$ cat config.mk
export PLATFORM = sky130hd
export DESIGN_NAME = paint_cursor_flat
export DESIGN_NICKNAME = d
export VERILOG_FILES = /design/src/rtl/paint_cursor_if.sv /design/src/rtl/paint_cursor.sv /design/src/flat_wrapper.sv
export SDC_FILE = /design/constraint.sdc
export NUM_CORES = 1
export LEC_CHECK = 0
export ABC_AREA = 1
export ABC_CLOCK_PERIOD_IN_PS = 4100
export BUFFER_PORTS_ARGS = -buffer_cell sky130_fd_sc_hd__buf_2
export CAP_MARGIN = 25
export CELL_PAD_IN_SITES_DETAIL_PLACEMENT = 1
export CELL_PAD_IN_SITES_GLOBAL_PLACEMENT = 2
export CORE_MARGIN = 2
export CORE_UTILIZATION = 32
export CTS_CLUSTER_DIAMETER = 40
export CTS_CLUSTER_SIZE = 28
export DETAILED_ROUTE_END_ITERATION = 10
export PLACE_DENSITY_LB_ADDON = 0.1
export SLEW_MARGIN = 15
export SYNTH_ARGS = -nofsm -noshare
export SYNTH_HDL_FRONTEND = slang
export SYNTH_SLANG_ARGS = --single-unit
export TNS_END_PERCENT = 10
$ cat constraint.sdc
create_clock -name frame_clk -period 4.1 [get_ports frame_clk]
set_clock_uncertainty 0.1 [all_clocks]
set_input_delay 0.41 -clock frame_clk [delete_from_list [all_inputs] [get_ports frame_clk]]
set_output_delay 0.41 -clock frame_clk [all_outputs]
set_load 0.02 [all_outputs]
$ cat src/rtl/paint_cursor_if.sv
// paint_cursor_if
// ---------------
// Bundles the keyboard input and the cursor outputs of the paint cursor so the
// keyboard front end, the cursor and its consumers share one connection.
//
// Signals:
//   keycode  8  USB HID keycode from the keyboard side (0x00 = no key)
//   CursorX  10 cursor centre column
//   CursorY  10 cursor centre row
//   CursorS  10 brush half-size
//   Moving   1  high while the cursor is being steered by a direction key
//   PenDown  1  pen state, high while painting
//
// Modports:
//   master  keyboard side: drives keycode, observes the cursor
//   slave   cursor side: consumes keycode, drives the cursor outputs
interface paint_cursor_if;
    logic [7:0] keycode;
    logic [9:0] CursorX;
    logic [9:0] CursorY;
    logic [9:0] CursorS;
    logic       Moving;
    logic       PenDown;

    modport master (
        output keycode,
        input  CursorX,
        input  CursorY,
        input  CursorS,
        input  Moving,
        input  PenDown
    );

    modport slave (
        input  keycode,
        output CursorX,
        output CursorY,
        output CursorS,
        output Moving,
        output PenDown
    );
endinterface

$ cat src/rtl/paint_cursor.sv
// paint_cursor
// ------------
// Keyboard-driven cursor/brush position generator for the paint datapath.
// Once per frame_clk edge the cursor moves by an accelerating step while a
// direction key is held, staying inside the screen inset by the brush
// half-size. '=' and '-' grow/shrink the brush, space toggles the pen.
//
// Ports:
//   Reset      in  asynchronous active-high reset
//   frame_clk  in  one rising edge per video frame
//   cursorBus  paint_cursor_if.slave (keycode in; CursorX/Y/S, Moving,
//              PenDown out, all registered)
//
// Build option:
//   CURSOR_WRAP_EN  when defined, a move that crosses a screen limit wraps to
//                   the opposite limit instead of saturating. Size changes
//                   always clamp.
module paint_cursor #(
    parameter int X_MAX        = 639,
    parameter int Y_MAX        = 479,
    parameter int X_CENTER     = 320,
    parameter int Y_CENTER     = 240,
    parameter int SIZE_INIT    = 4,
    parameter int SIZE_MIN     = 1,
    parameter int SIZE_MAX     = 16,
    parameter int STEP         = 1,
    parameter int STEP_MAX     = 8,
    parameter int ACCEL_FRAMES = 8
) (
    input  logic          Reset,
    input  logic          frame_clk,
    paint_cursor_if.slave cursorBus
);

    localparam logic [7:0] KEY_UP    = 8'h1A;
    localparam logic [7:0] KEY_LEFT  = 8'h04;
    localparam logic [7:0] KEY_DOWN  = 8'h16;
    localparam logic [7:0] KEY_RIGHT = 8'h07;
    localparam logic [7:0] KEY_SPACE = 8'h2C;
    localparam logic [7:0] KEY_PLUS  = 8'h2E;
    localparam logic [7:0] KEY_MINUS = 8'h2D;

    // Hold count at which the step has reached STEP_MAX; counting further
    // would change nothing.
    localparam int HOLD_MAX = (STEP_MAX - STEP) * ACCEL_FRAMES;
    localparam int HOLD_W   = $clog2(HOLD_MAX + 2);

    localparam logic signed [10:0] XMAX_S = 11'(X_MAX);
    localparam logic signed [10:0] YMAX_S = 11'(Y_MAX);

    typedef enum logic {
        IDLE,
        MOVE
    } state_t;

    state_t              state_q, state_d;
    logic [7:0]          prevKey_q;
    logic [HOLD_W-1:0]   holdCnt_q, holdCnt_d;
    logic [9:0]          cursorX_q, cursorX_d;
    logic [9:0]          cursorY_q, cursorY_d;
    logic [9:0]          cursorS_q, cursorS_d;
    logic                penDown_q, penDown_d;

    logic                isDir;
    logic                sizeUp;
    logic                sizeDown;
    int                  stepInt;
    logic signed [10:0]  step;
    logic signed [10:0]  dx, dy;
    logic signed [10:0]  posX, posY;
    logic signed [10:0]  sizeCur, sizeNew;
    logic signed [10:0]  nextX, nextY;

    // Saturate v into [lo, hi].
    function automatic logic signed [10:0] clampPos(input logic signed [10:0] v,
                                                    input logic signed [10:0] lo,
                                                    input logic signed [10:0] hi);
        if (v < lo)
            return lo;
        else if (v > hi)
            return hi;
        else
            return v;
    endfunction

    // Bound a freshly moved coordinate: wrap to the opposite limit when the
    // wrap option is built in, otherwise saturate like a size re-clamp.
    function automatic logic signed [10:0] limitMove(input logic signed [10:0] v,
                                                     input logic signed [10:0] lo,
                                                     input logic signed [10:0] hi);
`ifdef CURSOR_WRAP_EN
        if (v < lo)
            return hi;
        else if (v > hi)
            return lo;
        else
            return v;
`else
        return clampPos(v, lo, hi);
`endif
    endfunction

    // State register. Reset is asynchronous so it wins immediately, even in
    // the middle of a press, and wipes the hold history with prevKey.
    always_ff @(posedge frame_clk or posedge Reset) begin
        if (Reset) begin
            state_q   <= IDLE;
            prevKey_q <= 8'h00;
            holdCnt_q <= '0;
            cursorX_q <= 10'(X_CENTER);
            cursorY_q <= 10'(Y_CENTER);
            cursorS_q <= 10'(SIZE_INIT);
            penDown_q <= 1'b0;
        end else begin
            state_q   <= state_d;
            prevKey_q <= cursorBus.keycode;
            holdCnt_q <= holdCnt_d;
            cursorX_q <= cursorX_d;
            cursorY_q <= cursorY_d;
            cursorS_q <= cursorS_d;
            penDown_q <= penDown_d;
        end
    end

    // Next-state logic. The step and direction seen at an edge are applied to
    // the position at that same edge, so motion starts on the first frame of
    // a press and stops on the first frame of release.
    always_comb begin
        state_d   = state_q;
        holdCnt_d = '0;
        stepInt   = STEP;
        step      = '0;
        dx        = '0;
        dy        = '0;
        cursorS_d = cursorS_q;
        penDown_d = penDown_q;

        isDir = (cursorBus.keycode == KEY_UP)   || (cursorBus.keycode == KEY_LEFT) ||
                (cursorBus.keycode == KEY_DOWN) || (cursorBus.keycode == KEY_RIGHT);

        case (state_q)
            IDLE:    if (isDir)  state_d = MOVE;
            MOVE:    if (!isDir) state_d = IDLE;
            default: state_d = IDLE;
        endcase

        // holdCnt_d equals (k-1) for the k-th consecutive frame of a press:
        // a new or changed direction key starts again from zero.
        if (isDir && (cursorBus.keycode == prevKey_q)) begin
            if (int'(holdCnt_q) < HOLD_MAX)
                holdCnt_d = holdCnt_q + HOLD_W'(1);
            else
                holdCnt_d = holdCnt_q;
        end

        stepInt = STEP + int'(holdCnt_d) / ACCEL_FRAMES;
        if (stepInt > STEP_MAX)
            stepInt = STEP_MAX;
        step = 11'(stepInt);

        case (cursorBus.keycode)
            KEY_RIGHT: dx = step;
            KEY_LEFT:  dx = -step;
            KEY_DOWN:  dy = step;
            KEY_UP:    dy = -step;
            default:   ;
        endcase

        // Size and pen keys act only on the frame the key first appears.
        sizeUp   = (cursorBus.keycode == KEY_PLUS)  && (prevKey_q != KEY_PLUS);
        sizeDown = (cursorBus.keycode == KEY_MINUS) && (prevKey_q != KEY_MINUS);

        if (sizeUp && (cursorS_q < 10'(SIZE_MAX)))
            cursorS_d = cursorS_q + 10'd1;
        else if (sizeDown && (cursorS_q > 10'(SIZE_MIN)))
            cursorS_d = cursorS_q - 10'd1;

        if ((cursorBus.keycode == KEY_SPACE) && (prevKey_q != KEY_SPACE))
            penDown_d = ~penDown_q;

        posX    = signed'({1'b0, cursorX_q});
        posY    = signed'({1'b0, cursorY_q});
        sizeCur = signed'({1'b0, cursorS_q});
        sizeNew = signed'({1'b0, cursorS_d});

        // A move and a size change never share a frame, so the non-move path
        // re-clamps against the (possibly new) size; it is a no-op otherwise.
        if (isDir) begin
            nextX = limitMove(posX + dx, sizeCur, XMAX_S - sizeCur);
            nextY = limitMove(posY + dy, sizeCur, YMAX_S - sizeCur);
        end else begin
            nextX = clampPos(posX, sizeNew, XMAX_S - sizeNew);
            nextY = clampPos(posY, sizeNew, YMAX_S - sizeNew);
        end

        cursorX_d = 10'(nextX);
        cursorY_d = 10'(nextY);
    end

    assign cursorBus.CursorX = cursorX_q;
    assign cursorBus.CursorY = cursorY_q;
    assign cursorBus.CursorS = cursorS_q;
    assign cursorBus.Moving  = (state_q == MOVE);
    assign cursorBus.PenDown = penDown_q;

endmodule

$ cat src/flat_wrapper.sv
// flat-port wrapper written by rule: the top's interface ports become plain ports
module paint_cursor_flat 
#(
    parameter int X_MAX        = 639,
    parameter int Y_MAX        = 479,
    parameter int X_CENTER     = 320,
    parameter int Y_CENTER     = 240,
    parameter int SIZE_INIT    = 4,
    parameter int SIZE_MIN     = 1,
    parameter int SIZE_MAX     = 16,
    parameter int STEP         = 1,
    parameter int STEP_MAX     = 8,
    parameter int ACCEL_FRAMES = 8
)
  (Reset, frame_clk, cursorBus_keycode, cursorBus_CursorX, cursorBus_CursorY, cursorBus_CursorS, cursorBus_Moving, cursorBus_PenDown);
  paint_cursor_if cursorBus_i ();
  input  logic Reset;
  input  logic frame_clk;
  input wire logic [$bits(cursorBus_i.keycode)-1:0] cursorBus_keycode;
  output wire logic [$bits(cursorBus_i.CursorX)-1:0] cursorBus_CursorX;
  output wire logic [$bits(cursorBus_i.CursorY)-1:0] cursorBus_CursorY;
  output wire logic [$bits(cursorBus_i.CursorS)-1:0] cursorBus_CursorS;
  output wire logic [$bits(cursorBus_i.Moving)-1:0] cursorBus_Moving;
  output wire logic [$bits(cursorBus_i.PenDown)-1:0] cursorBus_PenDown;
  assign cursorBus_i.keycode = cursorBus_keycode;
  assign cursorBus_CursorX = cursorBus_i.CursorX;
  assign cursorBus_CursorY = cursorBus_i.CursorY;
  assign cursorBus_CursorS = cursorBus_i.CursorS;
  assign cursorBus_Moving = cursorBus_i.Moving;
  assign cursorBus_PenDown = cursorBus_i.PenDown;
  paint_cursor #(.X_MAX(X_MAX), .Y_MAX(Y_MAX), .X_CENTER(X_CENTER), .Y_CENTER(Y_CENTER), .SIZE_INIT(SIZE_INIT), .SIZE_MIN(SIZE_MIN), .SIZE_MAX(SIZE_MAX), .STEP(STEP), .STEP_MAX(STEP_MAX), .ACCEL_FRAMES(ACCEL_FRAMES)) u_core (.Reset(Reset), .frame_clk(frame_clk), .cursorBus(cursorBus_i));
endmodule
# Word-level counts from Yosys, hierarchy flattened
# Cells that the tools add are included.
word_totals:
  elab_cells: 73
  mem_count: 0
  ramBits: 0
  out_inout_bits: 32
  latch_bits: 0
  mem_bits_ro: 0
  inputBits: 10
  regBits: 46
op_classes:
  mul: 0
  bitwise_logic: 1
  div_mod_pow: 0
  addsub: 11
  eq_ne: 12
  mux: 18
  shifts: 0
  reduce_logical: 11
  magnitude_cmp: 12
op_table:
  columns: ["op", "n"]
  rows:
  - ["$mux 10", 12]
  - ["$gt 11x11->1", 4]
  - ["$pmux 11 s2", 2]
  - ["$gt 32x5->1 const B", 1]
  - ["$eq 8x6->1 const B", 3]
  - ["$ne 8x6->1 const B", 3]
  - ["$add 11x11->11", 2]
  - ["$lt 11x11->1", 2]
  - ["$sub 10x10->11 const A", 2]
  - ["$sub 9x10->11 const A", 2]
  - ["$lt 10x10->1", 2]
  - ["$eq 8x3->1 const B", 2]
  - ["$eq 8x5->1 const B", 2]
  - ["$mux 6", 2]
  - ["$mux 11", 1]
  - ["$neg 11->11", 1]
  - ["$add 10x1->10 const B", 1]
  - ["$gt 10x1->1 const B", 1]
  - ["$lt 10x5->1 const B", 1]
  - ["$sub 10x1->10 const B", 1]
  - ["$eq 8x8->1", 1]
  - ["$add 6x1->6 const B", 1]
  - ["$logic_and 1x1->1", 6]
  - ["$lt 6x6->1 const B", 1]
  - ["6 further kinds", 9]

# Logic depth before layout (Yosys ltp)
# Gate-level depths: netlist (run 1).
depth:
  ltp_word: 16
  depth_mapped: 41
  ltp_nobuf: 41

# Worst setup path before layout (run 1)
# Ideal clock, no wire load.
synth_timing:
  path_type: "input port to flip-flop"
  from: "in cursorBus_keycode[1]"
  to: "reg u_core.cursorX_q[0], in the netlist u_core.cursorBus.CursorX[0]"
  t_arrival_ns: 4.365
  path_slack_ns: -0.491
  path_buffers: 1
  required_ns: 3.874
  setup_time_ns: 0.126
  cell_stages: 38
  path_cell_list: "inv_2 -> nor2_1 -> nand4_2 -> inv_2 -> nor2_1 -> inv_2 -> nor2_4 -> inv_2 -> nand2_2 -> inv_1 -> nand2_1 -> inv_1 -> ha_1 -> o21ai_1 -> nand3_1 -> o21ai_0 -> ha_1 -> a21o_1 -> (+2 left out) -> a21oi_1 -> nor2_1 -> nor2_1 -> xor2_1 -> inv_1 -> ha_1 -> nand4_1 -> nor2_1 -> nand2_1 -> nand3_1 -> nand2_1 -> nand2_1 -> nand2_1 -> buf_2 -> nand2_1 -> o21ai_0 -> o21ai_0 -> a21oi_1"
synth_via:
  elab_chain_cells: 16
  elab_cells_between_ends: 35
  cone_classes: "4 x add/sub; 5 x order compare; 7 x eq/ne; 10 x mux; 9 x reduce/logical"
synth_lines:
  columns: ["item", "line", "rtl"]
  rows:
  - ["start: declaration", "flat_wrapper.sv:19", "input wire logic [$bits(cursorBus_i.keycode)-1:0] cursorBus_keycode;"]
  - ["$eq 8x5->1 or $eq 8x3->1 (tied branches)", "paint_cursor.sv:138", "isDir = (cursorBus.keycode == KEY_UP) || (cursorBus.keycode == KEY_LEFT) ||"]
  - ["$logic_or 1x1->1 (2 in a row)", "paint_cursor.sv:138", null]
  - ["$logic_or 1x1->1", "paint_cursor.sv:139", "(cursorBus.keycode == KEY_DOWN) || (cursorBus.keycode == KEY_RIGHT);"]
  - ["$logic_and 1x1->1 (*)", "paint_cursor.sv:149", "if (isDir && (cursorBus.keycode == prevKey_q)) begin"]
  - ["$mux 6 (*)", "paint_cursor.sv:149", null]
  - ["named net u_core.holdCnt_d[4]", "paint_cursor.sv:58", "logic [HOLD_W-1:0] holdCnt_q, holdCnt_d;"]
  - ["$add 1x3->4 (*)", "paint_cursor.sv:156", "stepInt = STEP + int'(holdCnt_d) / ACCEL_FRAMES;"]
  - ["$gt 32x5->1", "paint_cursor.sv:157", "if (stepInt > STEP_MAX)"]
  - ["$mux 11 (*)", "paint_cursor.sv:157", null]
  - ["$neg 11->11", "paint_cursor.sv:163", "KEY_LEFT: dx = -step;"]
  - ["$pmux 11 s2 (*)", "paint_cursor.sv:161", "case (cursorBus.keycode)"]
  - ["$add 11x11->11 (*)", "paint_cursor.sv:189", "nextX = limitMove(posX + dx, sizeCur, XMAX_S - sizeCur);"]
  - ["$gt 11x11->1", "paint_cursor.sv:80", "else if (v > hi)"]
  - ["$mux 10", "paint_cursor.sv:80", null]
  - ["$mux 10 (*)", "paint_cursor.sv:78", "if (v < lo)"]
  - ["$mux 10 (*)", "paint_cursor.sv:188", "if (isDir) begin"]
  - ["end signal: assignment", "paint_cursor.sv:110", "cursorX_q <= 10'(X_CENTER);"]
  - ["end signal: assignment", "paint_cursor.sv:118", "cursorX_q <= cursorX_d;"]
  - ["end: declaration", "paint_cursor.sv:59", "logic [9:0] cursorX_q, cursorX_d;"]
# The timed path passes the listed nets; every way through them passes the cells marked *. The select of a mux whose other input is x is not followed.
# A chain may end at the register's enable or synchronous reset.

# Final worst setup path (run 1)
layout_timing:
  from: "reg u_core.prevKey_q[5]"
  to: "reg u_core.cursorX_q[2], in the netlist u_core.cursorBus.CursorX[2]"
layout_via:
  elab_chain_cells: 13
  elab_cells_between_ends: 28
  cone_classes: "4 x add/sub; 5 x order compare; 3 x eq/ne; 10 x mux; 6 x reduce/logical"
layout_lines:
  columns: ["item", "line", "rtl"]
  rows:
  - ["start: declaration", "paint_cursor.sv:57", "logic [7:0] prevKey_q;"]
  - ["start signal: assignment", "paint_cursor.sv:116", "prevKey_q <= cursorBus.keycode;"]
  - ["$eq 8x8->1 (*)", "paint_cursor.sv:149", null]
  - ["$logic_and 1x1->1 (*)", "paint_cursor.sv:149", null]
  - ["$mux 6 (*)", "paint_cursor.sv:149", null]
  - ["named net u_core.holdCnt_d[4]", "paint_cursor.sv:58", null]
  - ["$add 1x3->4 (*)", "paint_cursor.sv:156", null]
  - ["$gt 32x5->1", "paint_cursor.sv:157", null]
  - ["$mux 11 (*)", "paint_cursor.sv:157", null]
  - ["$neg 11->11", "paint_cursor.sv:163", null]
  - ["$pmux 11 s2 (*)", "paint_cursor.sv:161", null]
  - ["$add 11x11->11 (*)", "paint_cursor.sv:189", null]
  - ["$gt 11x11->1", "paint_cursor.sv:80", null]
  - ["$mux 10", "paint_cursor.sv:80", null]
  - ["$mux 10 (*)", "paint_cursor.sv:78", null]
  - ["$mux 10 (*)", "paint_cursor.sv:188", null]
# Marks and branches as above.

==> flow_summary.json, run 1 <==
{
  "clock_insertion_delay_worst_skew_ps": 300,
  "share_of_the_cycle_needed_by_the_critical_path_after_routing": 1.16,
  "cts_root_buffer": "sky130_fd_sc_hd__clkbuf_16",
  "status": "finished, violations left",
  "grt.overflow.total": 0,
  "detail_route.vias_per_cell": 4.92,
  "dominantRegCellSynth": "sky130_fd_sc_hd__dfrtp_1",
  "place.detailed.hpwl_um": 22500,
  "ys_ff_latch": 46,
  "wl_per_cell_um": 18.4,
  "area_growth_syn_to_layout_pct": 36.0,
  "worst_pin_slew_ps": 692,
  "peakVddDrop_mv": 0.204,
  "synth_seq_area_share": 0.172,
  "average_instance_area_after_synthesis_um2": 6.59,
  "drt_pre_antenna_iters": 5,
  "drive_gt1_frac": 0.299,
  "mostFrequentLayoutCell": "sky130_fd_sc_hd__nand2_1",
  "finalWorstSetupSlack_ps": -655,
  "final_antenna_net_count": 0,
  "grt_start_max_net_pins": 47,
  "layout.nets": 1361,
  "netlist_top_cells_area": "sky130_fd_sc_hd__ha_1, sky130_fd_sc_hd__nand2_1, sky130_fd_sc_hd__dfrtp_1, sky130_fd_sc_hd__inv_1, sky130_fd_sc_hd__nand3_1",
  "cts_made_buffers": 5,
  "layout.cells.most_common_list": "sky130_fd_sc_hd__nand2_1, sky130_fd_sc_hd__buf_4, sky130_fd_sc_hd__inv_1",
  "io_buffers": 41,
  "syn-instance-count": 1023,
  "critical_path_endpoint_category": "flop",
  "global_route_wire_length_before_repair_um": 43100,
  "cp-start-kind": "flop",
  "timing.max_cap.violations": 0,
  "synth_area_um2": 6740,
  "pwr_density_cell_nw_per_um2": 486,
  "ys.warnings.count": 0,
  "synth_top_area_frac": 0.210,
  "fp.dieArea_um2": 22200,
  "antenna_found_initial": 0,
  "synth-async-reset-ratio": 1.00,
  "vias_in_the_first_global_route": 7505,
  "hold_path_class": "primary input to async pin",
  "timing.critical_path.buf_inv": 10,
  "core.rowCount": 53,
  "placed_cell_area_um2": 8530,
  "critPathRequiredTime_ps": 4190,
  "die_y_um": 149,
  "path_common_cell": "sky130_fd_sc_hd__buf_4",
  "violations": "setup timing",
  "timing.fmax_mhz": 210,
  "postSynthNetCount": 1148,
  "top_level_port_count": 42,
  "crit_type": "flop to flop",
  "library_cell_contributing_the_largest_single_delay_on_the_critical_path": "sky130_fd_sc_hd__dfrtp_1",
  "yosysUniqueCellTypes": 48,
  "drc": 0,
  "tritoncts": "built",
  "worst_slew_margin_rel": 0.539,
  "h_tree_depth": 2,
  "pre_cts_slack_ps": -1180,
  "cp_max_stage_delay_ps": 400,
  "drt-total-wl_um": 27800,
  "p_leak_nw": 5.06,
  "initial_core_util": 0.324,
  "finalWorstPathRequiredPeriod_ps": 4750,
  "initial_detailed_routing_violation_count": 318,
  "report.final.setup_viol": 20,
  "globalplace.congestion": 0.891,
  "synth_area_leader_cell": "sky130_fd_sc_hd__ha_1",
  "grt_use_total": 0.253,
  "dr_total_vias": 7442,
  "insertedDiodeCount": 0,
  "clkSlewWorstSetupHoldPaths_ps": 70,
  "slew_violations": 0,
  "hold_viol": 0,
  "cts_hold_buf": 0,
  "design.core.area_um2": 20800,
  "max-clock-path-buffers": 2,
  "edff_count_synth": 0,
  "fillerInstances": 2718,
  "critical_path.top_delay_family": "simple AND/OR/NAND/NOR gates",
  "tritoncts_num_sinks": 46,
  "crit_arrival_ps": 4840,
  "rsz_0062_raised_after_global_routing": "true",
  "finalInstanceArea_um2": 9170,
  "worstPathMaxFanout": 4,
  "die_width_um": 149
}
==> path summary, 6_finish.rpt <==
kind / startpoint / to / slack, ps / depth (start not counted)
worst min-delay path: Reset / u_core.cursorBus.CursorY[8] / 190 / 3
worst min register to register: u_core.cursorBus.PenDown / u_core.cursorBus.PenDown / 370 / 1
max in group asynchronous: Reset / u_core.cursorBus.CursorX[0] / 3240 / 3
worst max register to register: u_core.prevKey_q[5] / u_core.cursorBus.CursorX[2] / -650 / 33
worst max-delay path: u_core.prevKey_q[5] / u_core.cursorBus.CursorX[2] / -650 / 33
min in group frame_clk: cursorBus_keycode[2] / u_core.prevKey_q[2] / 190 / 1
==> cell usage after synthesis (7+ instances only) <==
library cell and number:
sky130_fd_sc_hd__dfstp_2 7, sky130_fd_sc_hd__dfrtp_1 39, sky130_fd_sc_hd__ha_1 113, sky130_fd_sc_hd__inv_1 138, sky130_fd_sc_hd__xnor2_1 12, sky130_fd_sc_hd__a21oi_1 71, sky130_fd_sc_hd__nand3_1 80, sky130_fd_sc_hd__nor2_2 7
sky130_fd_sc_hd__nor2_1 68, sky130_fd_sc_hd__nand2_2 7, sky130_fd_sc_hd__nand2_1 289, sky130_fd_sc_hd__a21o_1 7, sky130_fd_sc_hd__xor2_1 23, sky130_fd_sc_hd__nor3_1 12, sky130_fd_sc_hd__nand4_1 24, sky130_fd_sc_hd__inv_2 9
sky130_fd_sc_hd__buf_2 9, sky130_fd_sc_hd__o21ai_0 36
==> power breakdown <==
part	switching, mW	internal (mW)
registers	0.142	0.561
logic	1.92	1.34
clock network	0.199	0.290
==> sequential cells by signal, summed over array words and instances, names as in the netlist <==
| signal | flops |
|---|---|
| u_core.cursorBus.Moving | 1 |
| u_core.prevKey_q | 8 |
| u_core.cursorBus.CursorS | 10 |
| u_core.holdCnt_q | 6 |
| u_core.cursorBus.CursorY | 10 |
| u_core.cursorBus.CursorX | 10 |
| u_core.cursorBus.PenDown | 1 |
==> metrics by stage <==
stage,instances,hold slack (ps),TNS [ps],util,power [mW]
floorplan,1023,341,-4770,-,2.43
global placement,1487,360,-18900,0.410,3.66
detailed placement,1487,363,-21090,0.410,3.68
CTS,1506,182,-11790,0.430,4.34
global route,1512,192,-18510,0.440,4.86
finish,1512,186,-11570,0.440,4.46
==> kinds of logic after synthesis <==
family | after synthesis | share of synthesized area
flops | 46 | 0.172
buf+inv | 164 | 0.0980
xor+xnor | 35 | 0.0455
fa+ha+maj | 115 | 0.216
simple gates | 522 | 0.350
compound gates | 141 | 0.119
==> area by class of cell <==
class | instances | area, um^2 | share of cell area
Inverter | 148 | 566 | 0.0617
Timing Repair Buffer | 222 | 1590 | 0.173
Sequential cell | 46 | 1160 | 0.127
Clock inverter | 1 | 30.0 | 0.00328
Multi-Input combinational cell | 813 | 5350 | 0.583
Clock buffer | 7 | 133 | 0.0145
Tap cell | 275 | 344 | 0.0375
==> layer usage <==
| layer | up-vias | wire, um | GRT usage | part of all wire |
|---|---|---|---|---|
| li1 | 3752 | - | - | - |
| met1 | 3552 | 13800 | 0.362 | 0.50 |
| met2 | 122 | 12800 | 0.421 | 0.46 |
| met3 | 16 | 808 | 0.0226 | 0.029 |
| met4 | 0 | 330 | 0.0429 | 0.012 |
| met5 | - | 0 | 0 | 0 |
==> worst reg2reg max path: cells and delay by family (launching register included) <==
family,cells,cell delay (ps)
simple gates,15,1430
flops,1,400
xor+xnor,1,190
fa+ha+maj,3,800
compound gates,4,520
buf+inv,10,1200
==> repair_timing <==
item                       4_1_cts  5_1_grt
resized for setup               43       45
gates cloned                     1        0
setup endpoints to repair       20       20
hold endpoints to repair         0        0
pin swaps                       23       29
buffers inserted                10        6
Power figures use the tool's default switching activity.
==> run 2: changes to the inputs <==
--- a/config.mk
+++ b/config.mk
@@ -17,6 +17,7 @@
 export CTS_CLUSTER_SIZE = 28
 export DETAILED_ROUTE_END_ITERATION = 10
 export PLACE_DENSITY_LB_ADDON = 0.1
+export RECOVER_POWER = 100
 export SLEW_MARGIN = 15
 export SYNTH_ARGS = -nofsm -noshare
 export SYNTH_HDL_FRONTEND = slang
==> flow_summary.json, run 2 (synthesized netlist as in run 1, its figures left out) <==
{
  "cp-start-kind": "flop",
  "antenna_found_initial": 0,
  "finalWorstSetupSlack_ps": -654,
  "critPathRequiredTime_ps": 4190,
  "crit_type": "flop to flop",
  "tritoncts": "built",
  "crit_arrival_ps": 4840,
  "grt_start_max_net_pins": 47,
  "timing.fmax_mhz": 210,
  "finished_core_util": 0.437,
  "cts_root_buffer": "sky130_fd_sc_hd__clkbuf_16",
  "cts_made_buffers": 5,
  "worst_pin_slew_ps": 2920,
  "die_y_um": 149,
  "clock_insertion_delay_worst_skew_ps": 300,
  "max-clock-path-buffers": 2,
  "area_growth_syn_to_layout_pct": 35.1,
  "mostFrequentLayoutCell": "sky130_fd_sc_hd__nand2_1",
  "slew_violations": 47,
  "pwr_density_cell_nw_per_um2": 485,
  "initial_detailed_routing_violation_count": 330,
  "power_mw": 4.42,
  "fp.dieArea_um2": 22200,
  "grt.overflow.total": 0,
  "p_leak_nw": 4.98,
  "violations": "capacitance limit, slew limit, setup timing",
  "status": "finished, violations left",
  "timing.max_cap.violations": 1,
  "globalplace.congestion": 0.891,
  "core.rowCount": 53,
  "io_buffers": 41,
  "layout.cells.most_common_list": "sky130_fd_sc_hd__nand2_1, sky130_fd_sc_hd__buf_4, sky130_fd_sc_hd__inv_1",
  "cts_hold_buf": 0,
  "drt_pre_antenna_iters": 5,
  "drt-total-wl_um": 27800,
  "rsz_0062_raised_after_global_routing": "true",
  "global_route_wire_length_before_repair_um": 43100,
  "peakVddDrop_mv": 0.203,
  "top_level_port_count": 42,
  "dr_total_vias": 7439,
  "finalWorstPathRequiredPeriod_ps": 4750,
  "place.detailed.hpwl_um": 22500,
  "hold_path_class": "primary input to flop",
  "clkSlewWorstSetupHoldPaths_ps": 70,
  "final_antenna_net_count": 0,
  "layout.nets": 1361,
  "cp_max_stage_delay_ps": 400,
  "worstPathMaxFanout": 4,
  "report.final.setup_viol": 20,
  "worst_slew_margin_rel": -0.948,
  "drive_gt1_frac": 0.276,
  "hold_viol": 0,
  "h_tree_depth": 2,
  "tritoncts_num_sinks": 46,
  "design.core.area_um2": 20800,
  "initial_core_util": 0.324,
  "vias_in_the_first_global_route": 7505,
  "grt_use_total": 0.253,
  "library_cell_contributing_the_largest_single_delay_on_the_critical_path": "sky130_fd_sc_hd__dfrtp_1",
  "rrSetupSlack_ps": -650,
  "wl_per_cell_um": 18.4,
  "path_common_cell": "sky130_fd_sc_hd__buf_4",
  "insertedDiodeCount": 0,
  "die_width_um": 149,
  "drc": 0,
  "detail_route.vias_per_cell": 4.92,
  "share_of_the_cycle_needed_by_the_critical_path_after_routing": 1.16,
  "critical_path_endpoint_category": "flop"
}
-- run 2: changes by cell type in the layout (fill, tap and decap cells not counted), sizes merged --
cell | previous run | this run
buf | 222 | 194
clkbuf | 7 | 35
-- run 2: cell type report --
class | count | area, um^2
clock inverters | 1 | 30.0
inverters | 148 | 566
clock buffers | 7 | 133
fillers | 2728 | 11700
flip-flops and latches | 46 | 1160
repair buffers | 222 | 1530
well taps | 275 | 344
multi-input cells | 813 | 5350
-- run 2: timing repair --
item                                    4_1_cts  5_1_grt
gates resized for setup                      43       45
pin swaps                                    23       29
endpoints found under the setup margin       20       20
setup buffers                                10        6
gates cloned                                  1        0
-- run 2: power breakdown --
group	internal, mW	switching [mW]
sequential	0.561	0.142
clock	0.289	0.198
combinational	1.31	1.92
-- run 2: path summary, 6_finish.rpt --
check	startpoint	end	cells after the start
setup / recovery	u_core.prevKey_q[5]	u_core.cursorBus.CursorX[2]	33
hold / removal	cursorBus_keycode[2]	u_core.prevKey_q[2]	1
setup reg to reg	u_core.prevKey_q[5]	u_core.cursorBus.CursorX[2]	33
hold reg to reg	u_core.cursorBus.PenDown	u_core.cursorBus.PenDown	1
max in group asynchronous	Reset	u_core.cursorBus.CursorX[0]	3
min in group asynchronous	Reset	u_core.cursorBus.CursorY[8]	3
-- run 2: metal layers --
| layer | track usage | share of wire | vias up |
|---|---|---|---|
| met5 | 0 | 0 | - |
| met4 | 0.0429 | 0.011 | 0 |
| met3 | 0.0226 | 0.030 | 17 |
| met2 | 0.421 | 0.46 | 125 |
| met1 | 0.362 | 0.50 | 3542 |
| li1 | - | - | 3755 |
-- run 2: stage by stage --
stage / cell area (um^2) / cells / worst slack, ps / TNS (ps) / hold WS (ps)
finish: 9110 / 1512 / -654 / -11550 / 186
global route: 9110 / 1512 / -1010 / -18550 / 192
CTS: 8950 / 1506 / -690 / -11790 / 182
detailed placement: 8530 / 1487 / -1180 / -21090 / 363
global placement: 8530 / 1487 / -1110 / -18900 / 360
floorplan: 6850 / 1023 / -292 / -4770 / 341
-- run 2: worst max-delay path, delay by kind of cell (launching register included) --
kind	cells	cell delay, ps
flip-flops	1	400
adder cells (fa/ha/maj)	3	800
buffers and inverters	10	1190
XOR/XNOR	1	190
AO/OA/AOI/OAI	4	510
AND/OR/NAND/NOR	15	1400
==> run 3: changes to the inputs <==
--- a/config.mk
+++ b/config.mk
@@ -16,7 +16,7 @@
 export CTS_CLUSTER_DIAMETER = 40
 export CTS_CLUSTER_SIZE = 28
 export DETAILED_ROUTE_END_ITERATION = 10
-export PLACE_DENSITY_LB_ADDON = 0.1
+export PLACE_DENSITY = 0.84
 export RECOVER_POWER = 100
 export SLEW_MARGIN = 15
 export SYNTH_ARGS = -nofsm -noshare
==> flow_summary.json, run 3 (synthesized netlist as in run 1, its figures left out) <==
{
  "top_level_port_count": 42,
  "worst_pin_slew_ps": 1360,
  "fillerInstances": 2730,
  "cts_hold_buf": 0,
  "initial_core_util": 0.324,
  "grt_start_max_net_pins": 26,
  "timing.critical_path.buf_inv": 6,
  "dr_total_vias": 7563,
  "use_met1": 0.337,
  "tritoncts": "built",
  "layout.nets": 1344,
  "drt_pre_antenna_iters": 5,
  "critical_path.reg2reg.endpoint": "u_core.cursorBus.CursorX[2]",
  "die_width_um": 149,
  "cp-start-kind": "flop",
  "crit_arrival_ps": 4850,
  "reg2reg_from": "u_core.prevKey_q[0]",
  "crit_type": "flop to flop",
  "drive_gt1_frac": 0.299,
  "pwr_density_cell_nw_per_um2": 494,
  "vias_in_the_first_global_route": 7785,
  "design.core.area_um2": 20800,
  "fp.dieArea_um2": 22200,
  "global_route_wire_length_before_repair_um": 42500,
  "p_leak_nw": 4.99,
  "cp_max_stage_delay_ps": 400,
  "worstRegToRegCells": 38,
  "critPathRequiredTime_ps": 4180,
  "worstPathMaxFanout": 6,
  "finalWorstSetupSlack_ps": -674,
  "report.final.setup_viol": 20,
  "h_tree_depth": 2,
  "insertedDiodeCount": 0,
  "global_route.peak_usage_layer": "met2",
  "worst_slew_margin_rel": 0.0918,
  "share_of_the_cycle_needed_by_the_critical_path_after_routing": 1.16,
  "initial_detailed_routing_violation_count": 347,
  "final_antenna_net_count": 0,
  "peakVddDrop_mv": 0.211,
  "finalWorstPathRequiredPeriod_ps": 4770,
  "timing.max_cap.violations": 0,
  "hold_path_class": "primary input to flop",
  "mostFrequentLayoutCell": "sky130_fd_sc_hd__nand2_1",
  "rrSetupSlack_ps": -670,
  "core.rowCount": 53,
  "critical_path_endpoint_category": "flop",
  "detail_route.vias_per_cell": 5.06,
  "placed_cell_area_um2": 8430,
  "hold-path-cell-count": 1,
  "timing.critical_path.from": "u_core.prevKey_q[0]",
  "hold_viol": 0,
  "io_buffers": 41,
  "globalplace.congestion": 0.891,
  "wl_per_cell_um": 18.4,
  "path_common_cell": "sky130_fd_sc_hd__nand2_2",
  "grt_use_total": 0.245,
  "grt_use_met3": 0.0193,
  "drt-total-wl_um": 27500,
  "finalInstanceArea_um2": 9210,
  "area_growth_syn_to_layout_pct": 36.6,
  "clock_insertion_delay_worst_skew_ps": 300,
  "grt.overflow.total": 0,
  "antenna_found_initial": 0,
  "clkSlewWorstSetupHoldPaths_ps": 70,
  "slew_violations": 0,
  "critical_path.top_delay_family": "simple AND/OR/NAND/NOR gates",
  "cts_root_buffer": "sky130_fd_sc_hd__clkbuf_16",
  "power_mw": 4.55,
  "tritoncts_num_sinks": 46,
  "die_y_um": 149,
  "gr-usage-met2": 0.423,
  "place.detailed.hpwl_um": 21800,
  "library_cell_contributing_the_largest_single_delay_on_the_critical_path": "sky130_fd_sc_hd__dfrtp_1",
  "max-clock-path-buffers": 2,
  "drc": 0,
  "violations": "setup timing",
  "rsz_0062_raised_after_global_routing": "true",
  "worstSetupPathDepth": 38,
  "cts_made_buffers": 5,
  "worst_setup_path_endpoint": "u_core.cursorBus.CursorX[2]",
  "layout.cells.most_common_list": "sky130_fd_sc_hd__nand2_1, sky130_fd_sc_hd__buf_4, sky130_fd_sc_hd__inv_1",
  "timing.fmax_mhz": 209,
  "status": "finished, violations left"
}
==> run 3: changes by cell type in the layout (fill, tap and decap cells not counted), sizes merged <==
cell / before / now
inv: 146 / 147
clkbuf: 35 / 20
buf: 194 / 192
clkinv: 2 / 1
==> run 3: routing by layer <==
layer | vias to the layer above | wire, um
met1 | 3694 | 12900
li1 | 3711 | -
met3 | 35 | 777
met4 | 0 | 600
met2 | 123 | 13200
met5 | - | 0
==> run 3: power breakdown <==
part / total [mW] / internal [mW] / switching, mW
clock network: 0.501 / 0.306 / 0.195
registers: 0.712 / 0.562 / 0.149
logic: 3.34 / 1.35 / 1.98
==> run 3: layout make-up <==
class | count | area, um^2 | share of cell area
clock buffers | 7 | 143 | 0.0155
clock inverters | 1 | 30.0 | 0.00326
inverters | 148 | 561 | 0.0609
multi-input cells | 813 | 5530 | 0.600
flip-flops and latches | 46 | 1160 | 0.126
well taps | 275 | 344 | 0.0374
repair buffers | 205 | 1440 | 0.157
==> run 3: worst min-delay path by stage <==
stage | start | to | slack, ps
finish | cursorBus_keycode[7] | u_core.prevKey_q[7] | 180
CTS | Reset | u_core.prevKey_q[0] | 80
floorplan | cursorBus_keycode[0] | u_core.prevKey_q[0] | 340
detailed placement | u_core.cursorBus.PenDown | u_core.cursorBus.PenDown | 360
global route | cursorBus_keycode[6] | u_core.prevKey_q[6] | 180
global placement | u_core.cursorBus.PenDown | u_core.cursorBus.PenDown | 360
==> run 3: timing repair <==
item / 4_1_cts / 5_1_grt
setup buffers: 10 / 4
pin swaps: 6 / 43
gates resized for setup: 32 / 86
endpoints found under the setup margin: 20 / 20
==> run 3: stage by stage <==
stage               setup WS [ps]  hold slack, ps  setup TNS [ps]   util  instances
floorplan                    -292             341           -4770      -       1023
detailed placement          -1040             358          -19490  0.405       1473
finish                       -674             182          -12110  0.442       1495
global placement             -944             363          -16920  0.405       1473
CTS                          -639            76.7          -11660  0.424       1491
global route                 -978             182          -18680  0.442       1495
